[src/rtl/mbox_arb_pkg.sv]
// rtl/mbox_arb_pkg.sv - shared types and defaults for the MBOX cycle arbiter
package mbox_arb_pkg;

  typedef enum logic [1:0] {
    CHAN  = 2'd0,
    EBOX  = 2'd1,
    SWEEP = 2'd2,
    NONE  = 2'd3
  } reqId_t;

  typedef enum logic [1:0] {
    IDLE = 2'd0,
    REQ  = 2'd1,
    DONE = 2'd2
  } arbState_t;

  localparam int TIMEOUT_DEF    = 64;
  localparam int STARVE_MAX_DEF = 4;

  function automatic logic [2:0] id_onehot(input reqId_t id);
    logic [2:0] oh;
    oh = 3'b000;
    case (id)
      CHAN:    oh = 3'b001;
      EBOX:    oh = 3'b010;
      SWEEP:   oh = 3'b100;
      default: oh = 3'b000;
    endcase
    return oh;
  endfunction

endpackage

[src/rtl/mbox_cycle_arb_if.sv]
// rtl/mbox_cycle_arb_if.sv - requester and memory-port signals of the MBOX cycle arbiter
interface mbox_cycle_arb_if #(
  parameter int ADDR_W = 22
);
  logic [2:0]             req;
  logic [2:0]             reqWrite;
  logic [2:0][ADDR_W-1:0] reqAddr;
  logic [2:0]             grant;
  logic [2:0]             done;
  logic [2:0]             err;
  logic                   memReq;
  logic                   memWrite;
  logic [ADDR_W-1:0]      memAddr;
  logic                   memAck;
  logic                   nxm;
  logic                   nxmClr;
  logic                   busy;
  logic [1:0]             owner;

  modport master (
    output req, reqWrite, reqAddr, memAck, nxmClr,
    input  grant, done, err, memReq, memWrite, memAddr, nxm, busy, owner
  );

  modport slave (
    input  req, reqWrite, reqAddr, memAck, nxmClr,
    output grant, done, err, memReq, memWrite, memAddr, nxm, busy, owner
  );
endinterface

[src/rtl/mbox_arb_pick.sv]
// rtl/mbox_arb_pick.sv - winner selection with EBOX anti-starvation counter
module mbox_arb_pick
  import mbox_arb_pkg::*;
#(
  parameter int STARVE_MAX = STARVE_MAX_DEF
) (
  input  logic       clk,
  input  logic       rst_n,
  input  logic       i_arb,
  input  logic [2:0] i_req,
  output reqId_t     o_winner
);

  localparam logic [3:0] STARVE_CAP = 4'(STARVE_MAX);

  logic [3:0] r_starve;
  reqId_t     w_winner;

  always_comb begin
    w_winner = NONE;
    if (i_req[1] && (r_starve == STARVE_CAP)) w_winner = EBOX;
    else if (i_req[0])                        w_winner = CHAN;
    else if (i_req[1])                        w_winner = EBOX;
    else if (i_req[2])                        w_winner = SWEEP;
  end

  // Counts channel wins that EBOX had to watch; only meaningful while EBOX waits.
  always_ff @(posedge clk or negedge rst_n) begin
    if (!rst_n) begin
      r_starve <= '0;
    end else if (i_arb) begin
      if (!i_req[1] || (w_winner == EBOX)) begin
        r_starve <= '0;
      end else if ((w_winner == CHAN) && (r_starve != STARVE_CAP)) begin
        r_starve <= r_starve + 4'd1;
      end
    end
  end

  assign o_winner = w_winner;

endmodule

[src/rtl/mbox_cycle_arb.sv]
// rtl/mbox_cycle_arb.sv - MBOX memory-cycle sequencer sharing the core-memory port
// among channel, EBOX and cache sweep, with NXM timeout.
module mbox_cycle_arb
  import mbox_arb_pkg::*;
#(
  parameter int ADDR_W     = 22,
  parameter int TIMEOUT    = TIMEOUT_DEF,
  parameter int STARVE_MAX = STARVE_MAX_DEF
) (
  input  logic             mboxClk,
  input  logic             CROBAR_n,
  mbox_cycle_arb_if.slave  bus
);

  localparam logic [7:0] TMO_LAST = 8'(TIMEOUT - 1);

  arbState_t         r_state;
  arbState_t         w_next;
  logic [7:0]        r_tcnt;
  reqId_t            r_owner;
  logic [2:0]        r_grant;
  logic              r_timed_out;
  logic              r_nxm;
  logic              r_mem_write;
  logic [ADDR_W-1:0] r_mem_addr;

  reqId_t            w_winner;
  logic              w_start;
  logic              w_tmo_hit;
  logic              w_sel_write;
  logic [ADDR_W-1:0] w_sel_addr;

  mbox_arb_pick #(
    .STARVE_MAX (STARVE_MAX)
  ) u_pick (
    .clk      (mboxClk),
    .rst_n    (CROBAR_n),
    .i_arb    (r_state == IDLE),
    .i_req    (bus.req),
    .o_winner (w_winner)
  );

  assign w_start   = (r_state == IDLE) && (|bus.req);
  assign w_tmo_hit = (r_state == REQ) && !bus.memAck && (r_tcnt == TMO_LAST);

  always_comb begin
    w_sel_write = 1'b0;
    w_sel_addr  = '0;
    case (w_winner)
      CHAN:  begin w_sel_write = bus.reqWrite[0]; w_sel_addr = bus.reqAddr[0]; end
      EBOX:  begin w_sel_write = bus.reqWrite[1]; w_sel_addr = bus.reqAddr[1]; end
      SWEEP: begin w_sel_write = bus.reqWrite[2]; w_sel_addr = bus.reqAddr[2]; end
      default: ;
    endcase
  end

  always_ff @(posedge mboxClk or negedge CROBAR_n) begin
    if (!CROBAR_n) r_state <= IDLE;
    else           r_state <= w_next;
  end

  always_comb begin
    w_next = r_state;
    case (r_state)
      IDLE:    if (|bus.req) w_next = REQ;
      REQ:     if (bus.memAck || (r_tcnt == TMO_LAST)) w_next = DONE;
      DONE:    w_next = IDLE;
      default: w_next = IDLE;
    endcase
  end

  always_ff @(posedge mboxClk or negedge CROBAR_n) begin
    if (!CROBAR_n) begin
      r_tcnt      <= '0;
      r_owner     <= NONE;
      r_grant     <= '0;
      r_timed_out <= 1'b0;
      r_nxm       <= 1'b0;
      r_mem_write <= 1'b0;
      r_mem_addr  <= '0;
    end else begin
      r_grant <= '0;
      if (w_start) begin
        r_owner     <= w_winner;
        r_grant     <= id_onehot(w_winner);
        r_mem_write <= w_sel_write;
        r_mem_addr  <= w_sel_addr;
        r_tcnt      <= '0;
        r_timed_out <= 1'b0;
      end else if (r_state == REQ) begin
        r_tcnt <= r_tcnt + 8'd1;
        if (w_tmo_hit) r_timed_out <= 1'b1;
      end else if (r_state == DONE) begin
        r_owner <= NONE;
      end
      // A fresh timeout outranks a simultaneous clear.
      if (w_tmo_hit)       r_nxm <= 1'b1;
      else if (bus.nxmClr) r_nxm <= 1'b0;
    end
  end

  always_comb begin
    bus.memReq   = (r_state == REQ);
    bus.busy     = (r_state != IDLE);
    bus.grant    = r_grant;
    bus.done     = (r_state == DONE) ? id_onehot(r_owner) : 3'b000;
    bus.err      = ((r_state == DONE) && r_timed_out) ? id_onehot(r_owner) : 3'b000;
    bus.owner    = r_owner;
    bus.memWrite = r_mem_write;
    bus.memAddr  = r_mem_addr;
    bus.nxm      = r_nxm;
  end

endmodule
[src/flat_wrapper.sv]
// flat-port wrapper written by rule: the top's interface ports become plain ports
module mbox_cycle_arb_flat import mbox_arb_pkg::*;
#(
  parameter int ADDR_W     = 22,
  parameter int TIMEOUT    = TIMEOUT_DEF,
  parameter int STARVE_MAX = STARVE_MAX_DEF
)
  (mboxClk, CROBAR_n, bus_req, bus_reqWrite, bus_reqAddr, bus_memAck, bus_nxmClr, bus_grant, bus_done, bus_err, bus_memReq, bus_memWrite, bus_memAddr, bus_nxm, bus_busy, bus_owner);
  mbox_cycle_arb_if #(.ADDR_W(ADDR_W)) bus_i ();
  input  logic mboxClk;
  input  logic CROBAR_n;
  input wire logic [$bits(bus_i.req)-1:0] bus_req;
  input wire logic [$bits(bus_i.reqWrite)-1:0] bus_reqWrite;
  input wire logic [$bits(bus_i.reqAddr)-1:0] bus_reqAddr;
  input wire logic [$bits(bus_i.memAck)-1:0] bus_memAck;
  input wire logic [$bits(bus_i.nxmClr)-1:0] bus_nxmClr;
  output wire logic [$bits(bus_i.grant)-1:0] bus_grant;
  output wire logic [$bits(bus_i.done)-1:0] bus_done;
  output wire logic [$bits(bus_i.err)-1:0] bus_err;
  output wire logic [$bits(bus_i.memReq)-1:0] bus_memReq;
  output wire logic [$bits(bus_i.memWrite)-1:0] bus_memWrite;
  output wire logic [$bits(bus_i.memAddr)-1:0] bus_memAddr;
  output wire logic [$bits(bus_i.nxm)-1:0] bus_nxm;
  output wire logic [$bits(bus_i.busy)-1:0] bus_busy;
  output wire logic [$bits(bus_i.owner)-1:0] bus_owner;
  assign bus_i.req = bus_req;
  assign bus_i.reqWrite = bus_reqWrite;
  assign bus_i.reqAddr = bus_reqAddr;
  assign bus_i.memAck = bus_memAck;
  assign bus_i.nxmClr = bus_nxmClr;
  assign bus_grant = bus_i.grant;
  assign bus_done = bus_i.done;
  assign bus_err = bus_i.err;
  assign bus_memReq = bus_i.memReq;
  assign bus_memWrite = bus_i.memWrite;
  assign bus_memAddr = bus_i.memAddr;
  assign bus_nxm = bus_i.nxm;
  assign bus_busy = bus_i.busy;
  assign bus_owner = bus_i.owner;
  mbox_cycle_arb #(.ADDR_W(ADDR_W), .TIMEOUT(TIMEOUT), .STARVE_MAX(STARVE_MAX)) u_core (.mboxClk(mboxClk), .CROBAR_n(CROBAR_n), .bus(bus_i));
endmodule
[config.mk]
export PLATFORM = sky130hd
export DESIGN_NAME = mbox_cycle_arb_flat
export DESIGN_NICKNAME = d
export VERILOG_FILES = /design/src/rtl/mbox_arb_pkg.sv /design/src/rtl/mbox_cycle_arb_if.sv /design/src/rtl/mbox_arb_pick.sv /design/src/rtl/mbox_cycle_arb.sv /design/src/flat_wrapper.sv
export SDC_FILE = /design/constraint.sdc
export NUM_CORES = 1
export LEC_CHECK = 0
export ABC_CLOCK_PERIOD_IN_PS = 2700
export CORE_AREA = 2 2 62 108
export CTS_CLUSTER_SIZE = 20
export DETAILED_ROUTE_END_ITERATION = 8
export DIE_AREA = 0 0 64 110
export PLACE_DENSITY_LB_ADDON = 0.08
export SLEW_MARGIN = 10
export SYNTH_ARGS = -nofsm -noshare
export SYNTH_HDL_FRONTEND = slang
export SYNTH_HIERARCHICAL = 1
export SYNTH_SLANG_ARGS = --single-unit
[constraint.sdc]
create_clock -name mboxClk -period 2.7 [get_ports mboxClk]
set_input_delay 0.54 -clock mboxClk [delete_from_list [all_inputs] [get_ports mboxClk]]
set_output_delay 0.54 -clock mboxClk [all_outputs]
set_load 0.1 [all_outputs]
==> summary.txt, run 1 <==
Run status
  • Outcome: completed

Logic synthesis
  • Post-synth top area share: 0.420
  • Main synth FF type: dfrtp_1
  • Ranking of synthesized cells by area: dfrtp_1, mux2i_1, mux2_2
  • Post-synth EDFFs: 0
  • Synthesized netlist cell count: between 200 and 250
  • Synth Net Count: between 200 and 300
  • Avg Cell Area, Syn: roughly 12 µm²
  • Mapped cell area: 2500 µm²
  • Yosys reg bits: 44
  • Post-synth ARST share: 1.00
  • Synth unique cells: 46
  • Cell taking the most area after synthesis: dfrtp_1
  • Sequential share of the synthesized area: 0.441
  • Yosys warns: 6

STA
  • Final Skew: about 0.0061 ns
  • Slew headroom: 0.324
  • WHS: approximately 0.11 ns
  • Worst slew pin tran: 1.01 ns
  • Tmin final: about 2.4 ns
  • RSZ-0062 raised after global routing: no
  • Final hold violations: 0
  • Pins Over Slew Limit: 0
  • FMAX: ~420 MHz
  • Final period utilization: 0.888
  • Final setup violation count: 0

Cells and area
  • Post-layout util: 0.620
  • Layout net count: 409
  • Reg area: between 1000 and 1500 µm²
  • Area of the multi-input gates: between 1000 and 1500 µm²
  • Fill count: 520
  • Antenna Cells: 0
  • Share of cells above drive strength 1: 0.290
  • Area grow syn2layout: 52.1%

Clock tree
  • Clock Sinks: between 40 and 50
  • Worst-skew pair later-pin latency: a little under 0.3 ns
  • Clk buf depth: 2
  • Number of buffers created by CTS: 5
  • Hold_buf cts: 0
  • TritonCTS clock tree: built
  • Post-CTS setup buffers: 0
  • Resized Gates After CTS: 0
  • CTS Root Cell: clkbuf_8
  • H-tree lvl count: 2
  • Reg clk slew, reported paths: ~0.080 ns

Global routing
  • Grt ovf: 0
  • All-Layer GR Usage: 0.202
  • Largest net degree at the start of global routing: 27
  • First-pass GRT wire length: 11100 µm
  • Initial antenna violation count: 0
  • Vias in the first global route: between 2000 and 2500

Placed design
  • Port bufs: between 100 and 150
  • Hpwl dp: a little over 5000 µm
  • Gpl congestion: about 0.85

Worst setup path
  • CP endpoint kind: output port
  • Critical-path top delay cell: dfrtp_1
  • CP startpoint: u_core/r_state[1]
  • Slowest stage delay, CP: around 0.60 ns
  • FF-to-FF path depth: 8
  • Crit Path Max Fanout: 10
  • Critical path class: reg2out
  • Type of origin of the critical path: flop
  • FF-to-FF Start: u_core/u_pick/r_starve[0]
  • R2r setup slk: 0.46 ns
  • CP required: 2.16 ns
  • CP cell instances: nor3b_1 > nor2b_4 > and2_2 > buf_12
  • CP arrival: about 1.9 ns
  • FF-to-FF End: u_core/bus.memAddr[12]
  • Critical Path Sink: bus_err[0]

Flow run
  • MaxCap Viol Count: 0

Floorplan
  • Die area: about 7000 µm²
  • Core area: 6130 µm²
  • Rows: 38
  • Chip width: approximately 64 µm
  • Die height: between 100 and 150 µm
  • Initial core utilization: 0.408
  • Boundary Pins: between 100 and 150

Routing
  • Vias per inst: roughly 5.2
  • Vias: 2140
  • DRC viols: 0
  • WL final: between 6000 and 7000 µm
  • Wire per inst: 16.5 µm
  • Initial DRC count: 50
  • Router iterations before antenna repair: 4
  • Post-detailed-route count of antenna-violating nets: 0

Min path
  • HP Class: in2async

Power
  • Power per cell area: approximately 1200 nW/µm²
  • VDD IR-drop max: around 1.0 mV
  • Static Leak: approximately 1.6 nW
[worst max-delay path: cells and delay by family (launching register included)]
kind                   cells  cell delay (ns)
buffers and inverters      1             0.17
flip-flops                 1             0.60
AND/OR/NAND/NOR            3             0.79
[report_power, final]
part           leakage, nW  switching [mW]  total [mW]  internal, mW
Clock               0.0510           0.218       0.422         0.204
Sequential           0.555           0.206        1.13         0.921
Combinational         1.00            2.12        2.90         0.777
[cell families after synthesis]
family,after synthesis,synth area share
buf+inv,23,0.0530
mux,51,0.216
simple gates,45,0.121
flops,44,0.441
compound gates,50,0.154
fa+ha+maj,3,0.0150
[placed cells by master (no fill, tap or decap), types with 2 or more instances in the layout]
cell and instances:
nor4_1 3, or3_1 2, mux2i_1 27, dfrtp_1 42, ha_1 3, inv_1 9
mux2_2 24, o22ai_1 2, nand3_1 5, o2bb2ai_1 23, nor2_1 5, clkdlybuf4s50_1 74
and3_1 3, a21oi_1 5, nor2b_2 2, nor3b_1 3, o21ai_0 5, nand2_1 6
a22o_1 2, o22a_1 2, clkbuf_8 6, buf_12 6, buf_4 39, nor3_1 2
clkinv_2 2, o31ai_1 3
[cell usage after synthesis, types with 4 or more instances]
library cell   n
dfrtp_1       42
mux2_2        24
mux2i_1       27
o2bb2ai_1     23
o21ai_0        6
inv_1          9
nor2_1         6
a21oi_1        5
nand2_1        6
nand3_1        5
buf_6          4
[state kept, by name, indices dropped and copies added (netlist names)]
signal and flops:
u_core/bus.memAddr 22, u_core/r_tcnt 8, u_core/u_pick/r_starve 4, u_core/bus.grant 3, u_core/bus.owner 2, u_core/r_state 2, u_core/bus.memWrite 1, u_core/bus.nxm 1
u_core/r_timed_out 1
[through the flow]
stage                     power [mW]  std cells  worst slack (ns)  TNS [ns]  instance area (µm²)
after CTS                       4.49        411             0.286         0                 3800
after global routing            4.64        411             0.188         0                 3800
final                           4.45        411             0.302         0                 3800
after detailed placement        4.06        403             0.117         0                 3710
after global placement          4.02        403             0.158         0                 3710
after floorplan                 3.40        216            -0.287    -0.287                 2530
[metal layers]
metal	global-route usage	share of wire	vias up
met5	0	0	-
met4	0.0481	0.0089	0
met3	0.0345	0.049	5
met2	0.371	0.55	60
met1	0.243	0.39	1040
li1	-	-	1035
[worst min-delay path by stage]
stage / endpoint / startpoint / slack (ns) / cells past startpoint
3_5_place_dp: u_core/bus.memAddr[4] / CROBAR_n / 0.43 / 1
2_1_floorplan: u_core/bus.grant[0] / CROBAR_n / 0.24 / 0
3_3_place_gp: u_core/bus.memAddr[7] / CROBAR_n / 0.44 / 1
4_1_cts: u_core/r_state[1] / CROBAR_n / 0.11 / 1
5_1_grt: u_core/r_state[1] / CROBAR_n / 0.12 / 1
6_report: u_core/bus.grant[2] / CROBAR_n / 0.11 / 1
[area by class of cell]
class | instances | share of cell area
clock inverters | 2 | 0.00263
flip-flops and latches | 44 | 0.291
well taps | 80 | 0.0263
clock buffers | 6 | 0.0217
repair buffers | 120 | 0.305
multi-input cells | 149 | 0.344
inverters | 10 | 0.00987
No activity file was read; power rests on OpenSTA's default activity.
==> run 2: changes to the inputs <==
- SETUP_SLACK_MARGIN: unset -> 0.05
==> results of run 2 <==
Same layout as run 1: the final DEF is identical, and so are final timing and power.
==> run 3: changes to the inputs <==
- CORE_AREA: 2 2 62 108 -> 2 2 52 91
- DIE_AREA: 0 0 64 110 -> 0 0 54 93
- DONT_BUFFER_PORTS: unset -> 1
- MAX_ROUTING_LAYER: unset -> met4
==> summary.txt, run 3 (synthesis gave the netlist of run 1 again) <==
Floorplan
  • Die area: between 5000 and 6000 µm²
  • Initial core utilization: 0.578
  • Die height: between 90 and 100 µm
  • Chip width: 54 µm
  • Boundary Pins: roughly 110
  • Core area: around 4300 µm²
  • Rows: 32

Clock tree
  • Reg clk slew, reported paths: about 0.080 ns
  • Hold_buf cts: 1
  • Clk buf depth: 2
  • H-tree lvl count: 2
  • TritonCTS clock tree: built
  • CTS Root Cell: clkbuf_8
  • Number of buffers created by CTS: 5
  • Clock Sinks: 44
  • Resized Gates After CTS: 0
  • Worst-skew pair later-pin latency: 0.29 ns
  • Post-CTS setup buffers: 0

Min path
  • HP Class: in2async

Routing
  • WL final: 5680 µm
  • Wire per inst: a little over 20 µm
  • Initial DRC count: 40
  • DRC viols: 0
  • Post-detailed-route count of antenna-violating nets: 0
  • Vias per inst: about 6.4
  • Vias: roughly 1800
  • Router iterations before antenna repair: 4

Cells and area
  • Fill count: about 360
  • Max reg flops: 22
  • Layout net count: between 300 and 400
  • Most frequent cells in the layout: dfrtp_1, mux2i_1, mux2_2
  • Most common cell after layout, fill and taps aside: dfrtp_1
  • Antenna Cells: 0
  • Area grow syn2layout: 9.40%
  • Share of cells above drive strength 1: 0.278
  • Post-layout util: 0.633

Flow run
  • MaxCap Viol Count: 0

Worst setup path
  • Crit Path Max Fanout: 24
  • CP required: approximately 3 ns
  • Type of origin of the critical path: flop
  • CP endpoint kind: flop
  • Slowest stage delay, CP: 0.78 ns
  • CP arrival: approximately 2.6 ns
  • Critical-path top delay cell: nor2b_2
  • Critical path class: reg2reg
  • R2r setup slk: approximately 0.29 ns
  • CP dominant cell by count: nor2b_2
  • CP cell instances: inv_1 > ha_1 > nor2b_2 > nand3_1 > o21ai_4 > buf_4 > nor2b_2 > o2bb2ai_1 > mux2_2

STA
  • Final period utilization: 0.894
  • Final hold violations: 0
  • Tmin final: 2.41 ns
  • RSZ-0062 raised after global routing: no
  • FMAX: 414 MHz
  • Final setup violation count: 0
  • Worst slew pin tran: roughly 1 ns
  • Pins Over Slew Limit: 0
  • Final Skew: about 0.0077 ns
  • Slew headroom: 0.345

Global routing
  • Vias in the first global route: 1794
  • Grt ovf: 0
  • All-Layer GR Usage: 0.241
  • Initial antenna violation count: 0
  • Largest net degree at the start of global routing: 43
  • First-pass GRT wire length: approximately 8700 µm

Placed design
  • Hpwl dp: 4220 µm
  • Port bufs: 0
  • Gpl congestion: 0.780

Run status
  • Outcome: completed
run 3: cell count changes in the layout (fill, tap and decap cells not counted):
cell and change:
clkdlybuf4s50_1 -74, buf_4 -30, buf_12 -3, buf_2 -1
run 3: worst paths after layout:
check,from,endpoint,cells past startpoint
max,u_core/u_pick/r_starve[0],u_core/bus.memAddr[17],9
min,CROBAR_n,u_core/bus.owner[1],0
max reg2reg,u_core/u_pick/r_starve[0],u_core/bus.memAddr[17],9
min reg2reg,u_core/r_tcnt[0],u_core/r_tcnt[0],1
max in group asynchronous,CROBAR_n,u_core/bus.memAddr[10],1
min in group mboxClk,bus_memAck,u_core/r_state[0],1
run 3: worst max-delay path: cells and delay by family (launching register included):
kind,cells,cell delay [ns]
AO/OA/AOI/OAI,2,0.27
multiplexers,1,0.17
AND/OR/NAND/NOR,3,1.06
flip-flops,1,0.38
adder cells (fa/ha/maj),1,0.19
buffers and inverters,2,0.27
run 3: cell type report:
class / instances / area (µm²) / share of cell area
tap: 51 / 63.8 / 0.0233
timing repair buffer: 12 / 128 / 0.0466
inverter: 10 / 37.5 / 0.0137
clock inverter: 2 / 10.0 / 0.00366
clock buffer: 6 / 82.6 / 0.0302
sequential: 44 / 1110 / 0.405
multi-input combinational: 149 / 1310 / 0.478
run 3: metal layers:
metal	vias up	track usage	routed length, µm
met3	9	0.0511	421
met4	0	0.0771	92
met5	-	-	0
met2	68	0.426	3190
met1	862	0.257	1970
li1	814	-	-
run 3: through the flow:
step / TNS, ns / setup slack, ns / cells / instance area (µm²) / hold WS (ns)
6_report: 0 / 0.285 / 274 / 2740 / 0.0810
5_1_grt: 0 / 0.120 / 274 / 2740 / 0.0666
4_1_cts: 0 / 0.274 / 274 / 2740 / 0.0748
3_5_place_dp: 0 / 0.307 / 265 / 2620 / 0.245
3_3_place_gp: 0 / 0.401 / 265 / 2620 / 0.245
2_1_floorplan: -0.287 / -0.287 / 216 / 2530 / 0.244
Power of run 3 is not shown: default switching activity piles up to over one toggle a cycle in this logic, so the estimate is an artifact.
